[src/rtl/store_lane_packer_pkg.sv]
// Shared store-path types: size encodings, byte-enable constants and the buffered entry format.
package mips_mem_pkg;

  localparam int unsigned MemAddrW = 32;
  localparam int unsigned MemDataW = 32;
  localparam int unsigned MemBeW   = MemDataW / 8;

  typedef enum logic [1:0] {
    SZ_BYTE = 2'b00,
    SZ_HALF = 2'b01,
    SZ_WORD = 2'b10,
    SZ_RSVD = 2'b11
  } size_e;

  localparam logic [MemBeW-1:0] BE_ALL     = 4'b1111;
  localparam logic [MemBeW-1:0] BE_LO_HALF = 4'b0011;
  localparam logic [MemBeW-1:0] BE_HI_HALF = 4'b1100;

  typedef struct packed {
    logic [MemAddrW-1:0] addr;
    logic [MemDataW-1:0] wdata;
    logic [MemBeW-1:0]   be;
  } store_entry_t;

endpackage

[src/rtl/store_lane_packer_if.sv]
// Store request / memory write bundle; slave is the packer's view, master the driver's view.
interface store_lane_packer_if #(
  parameter int unsigned ADDR_WIDTH = 32,
  parameter int unsigned DATA_WIDTH = 32,
  parameter int unsigned DEPTH      = 2
);
  localparam int unsigned CntW = $clog2(DEPTH) + 1;

  logic                    flush;
  logic                    in_valid;
  logic                    in_ready;
  logic [ADDR_WIDTH-1:0]   in_addr;
  logic [DATA_WIDTH-1:0]   in_data;
  logic [1:0]              in_size;
  logic                    out_valid;
  logic                    out_ready;
  logic [ADDR_WIDTH-1:0]   out_addr;
  logic [DATA_WIDTH-1:0]   out_wdata;
  logic [DATA_WIDTH/8-1:0] out_be;
  logic [CntW-1:0]         count;
  logic                    misalign_err;
  logic [ADDR_WIDTH-1:0]   bad_addr;

  modport master (
    output flush, in_valid, in_addr, in_data, in_size, out_ready,
    input  in_ready, out_valid, out_addr, out_wdata, out_be, count, misalign_err, bad_addr
  );

  modport slave (
    input  flush, in_valid, in_addr, in_data, in_size, out_ready,
    output in_ready, out_valid, out_addr, out_wdata, out_be, count, misalign_err, bad_addr
  );
endinterface

[src/rtl/store_lane_packer_pack.sv]
// Combinational lane packing: replicates store data across lanes and derives byte enables.
module store_lane_pack
  import mips_mem_pkg::*;
(
  input  logic [1:0]          addr_lo,
  input  logic [MemDataW-1:0] data,
  input  size_e               size,
  output logic [MemDataW-1:0] wdata,
  output logic [MemBeW-1:0]   be,
  output logic                misaligned
);

  always_comb begin
    wdata      = data;
    be         = BE_ALL;
    misaligned = 1'b0;
    unique case (size)
      SZ_BYTE: begin
        wdata = {4{data[7:0]}};
        be    = 4'b0001 << addr_lo;
      end
      SZ_HALF: begin
        wdata      = {2{data[15:0]}};
        be         = addr_lo[1] ? BE_HI_HALF : BE_LO_HALF;
        misaligned = addr_lo[0];
      end
      // Reserved size behaves as a word store.
      SZ_WORD, SZ_RSVD: misaligned = (addr_lo != 2'b00);
    endcase
  end

endmodule

[src/rtl/store_lane_packer.sv]
// Store buffer between MEM stage and data-memory write port; FIFO of packed writes.
// Optional misaligned-store trap enabled by defining MISALIGN_TRAP_EN.
module store_lane_packer
  import mips_mem_pkg::*;
#(
  parameter int unsigned DATA_WIDTH = MemDataW,
  parameter int unsigned ADDR_WIDTH = MemAddrW,
  parameter int unsigned DEPTH      = 2
) (
  input logic               clk,
  input logic               rst_n,
  store_lane_packer_if.slave bus
);

  localparam int unsigned PtrW = $clog2(DEPTH);
  localparam int unsigned CntW = PtrW + 1;

  store_entry_t          mem_q [DEPTH];
  logic [PtrW-1:0]       wr_ptr_q, rd_ptr_q;
  logic [CntW-1:0]       count_q;
  logic                  err_q;
  logic [ADDR_WIDTH-1:0] bad_addr_q;

  logic [DATA_WIDTH-1:0] pack_wdata;
  logic [MemBeW-1:0]     pack_be;
  logic                  pack_misaligned;
  logic                  accept, push, pop, out_valid;
  store_entry_t          entry_in;

  store_lane_pack u_pack (
    .addr_lo    (bus.in_addr[1:0]),
    .data       (bus.in_data),
    .size       (size_e'(bus.in_size)),
    .wdata      (pack_wdata),
    .be         (pack_be),
    .misaligned (pack_misaligned)
  );

  assign out_valid   = (count_q != '0);
  assign bus.in_ready = (count_q < CntW'(DEPTH)) && !bus.flush;
  assign accept      = bus.in_valid && bus.in_ready;
  assign pop         = out_valid && bus.out_ready;

`ifdef MISALIGN_TRAP_EN
  // Misaligned stores complete the handshake but never reach memory.
  assign push = accept && !pack_misaligned;
`else
  logic unused_misaligned;
  assign unused_misaligned = pack_misaligned;
  assign push = accept;
`endif

  assign entry_in = '{addr: {bus.in_addr[ADDR_WIDTH-1:2], 2'b00}, wdata: pack_wdata, be: pack_be};

  always_ff @(posedge clk or negedge rst_n) begin
    if (!rst_n) begin
      for (int i = 0; i < DEPTH; i++) mem_q[i] <= '0;
      wr_ptr_q <= '0;
      rd_ptr_q <= '0;
      count_q  <= '0;
    end else if (bus.flush) begin
      wr_ptr_q <= '0;
      rd_ptr_q <= '0;
      count_q  <= '0;
    end else begin
      if (push) begin
        mem_q[wr_ptr_q] <= entry_in;
        wr_ptr_q        <= wr_ptr_q + 1'b1;
      end
      if (pop) rd_ptr_q <= rd_ptr_q + 1'b1;
      count_q <= count_q + CntW'(push) - CntW'(pop);
    end
  end

`ifdef MISALIGN_TRAP_EN
  always_ff @(posedge clk or negedge rst_n) begin
    if (!rst_n) begin
      err_q      <= 1'b0;
      bad_addr_q <= '0;
    end else begin
      err_q <= accept && pack_misaligned;
      if (accept && pack_misaligned) bad_addr_q <= bus.in_addr;
    end
  end
`else
  assign err_q      = 1'b0;
  assign bad_addr_q = '0;
`endif

  assign bus.out_valid    = out_valid;
  assign bus.out_addr     = out_valid ? mem_q[rd_ptr_q].addr  : '0;
  assign bus.out_wdata    = out_valid ? mem_q[rd_ptr_q].wdata : '0;
  assign bus.out_be       = out_valid ? mem_q[rd_ptr_q].be    : '0;
  assign bus.count        = count_q;
  assign bus.misalign_err = err_q;
  assign bus.bad_addr     = bad_addr_q;

endmodule

[src/flat_wrapper.sv]
// flat-port wrapper written by rule: the top's interface ports become plain ports
module store_lane_packer_flat import mips_mem_pkg::*;
#(
  parameter int unsigned DATA_WIDTH = MemDataW,
  parameter int unsigned ADDR_WIDTH = MemAddrW,
  parameter int unsigned DEPTH      = 2
)
  (clk, rst_n, bus_flush, bus_in_valid, bus_in_addr, bus_in_data, bus_in_size, bus_out_ready, bus_in_ready, bus_out_valid, bus_out_addr, bus_out_wdata, bus_out_be, bus_count, bus_misalign_err, bus_bad_addr);
  store_lane_packer_if #(.ADDR_WIDTH(ADDR_WIDTH), .DATA_WIDTH(DATA_WIDTH), .DEPTH(DEPTH)) bus_i ();
  input logic clk;
  input logic rst_n;
  input wire logic [$bits(bus_i.flush)-1:0] bus_flush;
  input wire logic [$bits(bus_i.in_valid)-1:0] bus_in_valid;
  input wire logic [$bits(bus_i.in_addr)-1:0] bus_in_addr;
  input wire logic [$bits(bus_i.in_data)-1:0] bus_in_data;
  input wire logic [$bits(bus_i.in_size)-1:0] bus_in_size;
  input wire logic [$bits(bus_i.out_ready)-1:0] bus_out_ready;
  output wire logic [$bits(bus_i.in_ready)-1:0] bus_in_ready;
  output wire logic [$bits(bus_i.out_valid)-1:0] bus_out_valid;
  output wire logic [$bits(bus_i.out_addr)-1:0] bus_out_addr;
  output wire logic [$bits(bus_i.out_wdata)-1:0] bus_out_wdata;
  output wire logic [$bits(bus_i.out_be)-1:0] bus_out_be;
  output wire logic [$bits(bus_i.count)-1:0] bus_count;
  output wire logic [$bits(bus_i.misalign_err)-1:0] bus_misalign_err;
  output wire logic [$bits(bus_i.bad_addr)-1:0] bus_bad_addr;
  assign bus_i.flush = bus_flush;
  assign bus_i.in_valid = bus_in_valid;
  assign bus_i.in_addr = bus_in_addr;
  assign bus_i.in_data = bus_in_data;
  assign bus_i.in_size = bus_in_size;
  assign bus_i.out_ready = bus_out_ready;
  assign bus_in_ready = bus_i.in_ready;
  assign bus_out_valid = bus_i.out_valid;
  assign bus_out_addr = bus_i.out_addr;
  assign bus_out_wdata = bus_i.out_wdata;
  assign bus_out_be = bus_i.out_be;
  assign bus_count = bus_i.count;
  assign bus_misalign_err = bus_i.misalign_err;
  assign bus_bad_addr = bus_i.bad_addr;
  store_lane_packer #(.DATA_WIDTH(DATA_WIDTH), .ADDR_WIDTH(ADDR_WIDTH), .DEPTH(DEPTH)) u_core (.clk(clk), .rst_n(rst_n), .bus(bus_i));
endmodule
[config.mk]
export PLATFORM = sky130hd
export DESIGN_NAME = store_lane_packer_flat
export DESIGN_NICKNAME = d
export VERILOG_FILES = /design/src/rtl/store_lane_packer_pkg.sv /design/src/rtl/store_lane_packer_if.sv /design/src/rtl/store_lane_packer_pack.sv /design/src/rtl/store_lane_packer.sv /design/src/flat_wrapper.sv
export SDC_FILE = /design/constraint.sdc
export NUM_CORES = 1
export LEC_CHECK = 0
export CAP_MARGIN = 25
export CORE_AREA = 10 10 126 128
export DETAILED_ROUTE_END_ITERATION = 10
export DIE_AREA = 0 0 136 138
export GPL_ROUTABILITY_DRIVEN = 0
export MAX_ROUTING_LAYER = met4
export PLACE_DENSITY = 0.95
export SLEW_MARGIN = 20
export SYNTH_ARGS = -nofsm -noshare
export SYNTH_HDL_FRONTEND = slang
export SYNTH_HIERARCHICAL = 1
export SYNTH_SLANG_ARGS = --single-unit
export TNS_END_PERCENT = 50
[constraint.sdc]
create_clock -name clk -period 4.8 [get_ports clk]
set_clock_uncertainty 0.15 [all_clocks]
set_input_delay 0.96 -clock clk [delete_from_list [all_inputs] [get_ports clk]]
set_output_delay 0.96 -clock clk [all_outputs]
set_load 0.05 [all_outputs]
==> metrics.txt <==
final hold slack=0.354 ns; Ports=176; Post-Route WL=16800 microns; # hold bufs at CTS=0; CTS buffer count=17; fin nets=742; P&R area growth vs syn=25.1%; Sw Pwr=2.97 mW; Core Region=13500 sq um; initial core utilization=52.5%; Max Freq=0.250 GHz; Tcrit/Tclk final=83.5%; Peak VDD IR=546 uV; die height=138 microns; share of cells above drive strength 1=28.2%; vias per cell=5.21; status=complete, no violations; Syn Std Cell Area=7100 sq um; Residual DRC=0; Initial DRC Count=271; unrepaired setup endpoints after global routing=no; Slew Viols, Final=0; CTS tree=done; std cell rows=43; Hold Fails Final Rpt=0; sequential power share=30.5%; YS warnings=6; CTS resizes=0; clk root buf=clkbuf_16; worst setup margin=0.794 ns; final instance area=8880 sq um; H-tree levels=4; type of element launching the critical path=flip-flop; Placed Area=8350 sq um; drt wl/cell=19.5 microns; # fillers=976; Slew headroom=39.1%; Power Density=777 nW/um^2; switching share of total power=43.0%; # port buffers=140; Clock Tree Buf Depth=2; Clock power frac=16.6%; P_int=3.93 mW; CP Max Fanout=39; largest net degree at the start of global routing=114; Multi-input gate area=3210 sq um; Chip Width=136 microns; total power draw=6.90 mW; Period minus WS final=4.01 ns; Final Util=65.8%; Die Area=18800 sq um; Leakage Power=3.74 nW; # Post-CTS Setup Buffers=0; Post-Layout Cell Count=861; vias=4486; placed insts=830; pre-CTS WS=1.20 ns; slew of the pin with the lowest slew margin=0.913 ns; CP Class=flip-flop to primary output; Clk Latency, worst-skew pair=0.41 ns; CTS sink cnt=136; initial antenna violation count=1; All-Layer GR Usage=18.7%; HPWL after DPL=11700 microns; Logic pwr share=52.9%; Setup Viol. Count Final=0; Worst setup EP type=primary output; Max-Cap Viols=0; met3 Resource Use GR=5.29%; Routed Antenna Nets=0; remaining global-route overflow=0; wire length of the first global-routing pass=27300 microns; Post-Syn Instances=545; Avg Cell Area, Syn=13.0 sq um; WP data required=3.69 ns; Reg area=3410 sq um; Reg clk slew, reported paths=0.05 ns; Setup TNS Final=0 ns; Most Crowded Layer GR=met2; worst path arrival time=2.90 ns; drt first pass iters=4; met1 global-route usage=21.8%; hold crit path type=flip-flop to flip-flop; met2 Track Usage GR=30.5%; number of global-route vias before repair=5124
-- sequential cells by signal, indices dropped and copies added, names as in the netlist --
| register | flops |
|---|---|
| u_core/bus.count | 2 |
| u_core/mem_q | 132 |
| u_core/rd_ptr_q | 1 |
| u_core/wr_ptr_q | 1 |
-- worst max-delay path, cell delays in order, from the launching register on --
cell and delay [ns]:
dfrtp_4 0.90, buf_4 0.46, mux2i_1 0.14, nor2_1 0.14, clkdlybuf4s50_1 0.82
-- placed cells by master (no fill, tap or decap) --
master / instances
xor2_1: 2
mux2_2: 108
clkinvlp_4: 1
a21o_1: 2
nand2b_1: 1
or3b_4: 1
clkbuf_1: 6
dfrtp_1: 135
nor2_1: 71
o21ai_1: 2
clkinv_2: 2
nand2_1: 8
inv_1: 4
nor2b_1: 2
clkbuf_16: 17
and3_2: 1
dfrtp_4: 1
buf_12: 3
mux2_4: 40
nor2_4: 3
o21ai_0: 1
diode_2: 1
xnor2_1: 2
o21ai_2: 6
ha_1: 2
clkdlybuf4s50_1: 139
conb_1: 35
o21bai_1: 2
clkbuf_8: 5
mux2i_1: 74
buf_4: 4
-- power by group through the flow --
| stage | Combinational (mW) | Clock [mW] | Sequential, mW |
|---|---|---|---|
| final | 3.65 | 1.14 | 2.10 |
| after global routing | 3.84 | 1.23 | 2.18 |
| after CTS | 3.69 | 1.17 | 2.11 |
| after detailed placement | 3.66 | 0 | 2.12 |
| after global placement | 3.59 | 0 | 2.06 |
| after floorplan | 2.70 | 0 | 1.97 |
-- per-layer routing --
metal / up-vias / routed length, microns
met2: 172 / 8290
met4: 0 / 252
met3: 20 / 1260
met5: - / 0
li1: 2046 / -
met1: 2248 / 7010
-- area by class of cell --
class / count / share of cell area [%]
flip-flops and latches: 136 / 38.4
multi-input cells: 363 / 36.2
repair buffers: 147 / 16.8
clock buffers: 27 / 5.66
well taps: 180 / 2.54
clock inverters: 3 / 0.197
inverters: 4 / 0.169
diodes: 1 / 0.0282
-- path summary, 6_finish.rpt --
path / start / slack [ns] / depth (start not counted) / to
max: u_core/rd_ptr_q / 0.79 / 4 / bus_out_addr[15]
min: u_core/mem_q[48] / 0.35 / 1 / u_core/mem_q[48]
max reg2reg: u_core/bus.count[1] / 2.42 / 4 / u_core/mem_q[29]
min reg2reg: u_core/mem_q[48] / 0.35 / 1 / u_core/mem_q[48]
max in group asynchronous: rst_n / 3.07 / 2 / u_core/mem_q[74]
min in group asynchronous: rst_n / 0.47 / 1 / u_core/mem_q[92]
(Power assumes the default switching activity.)
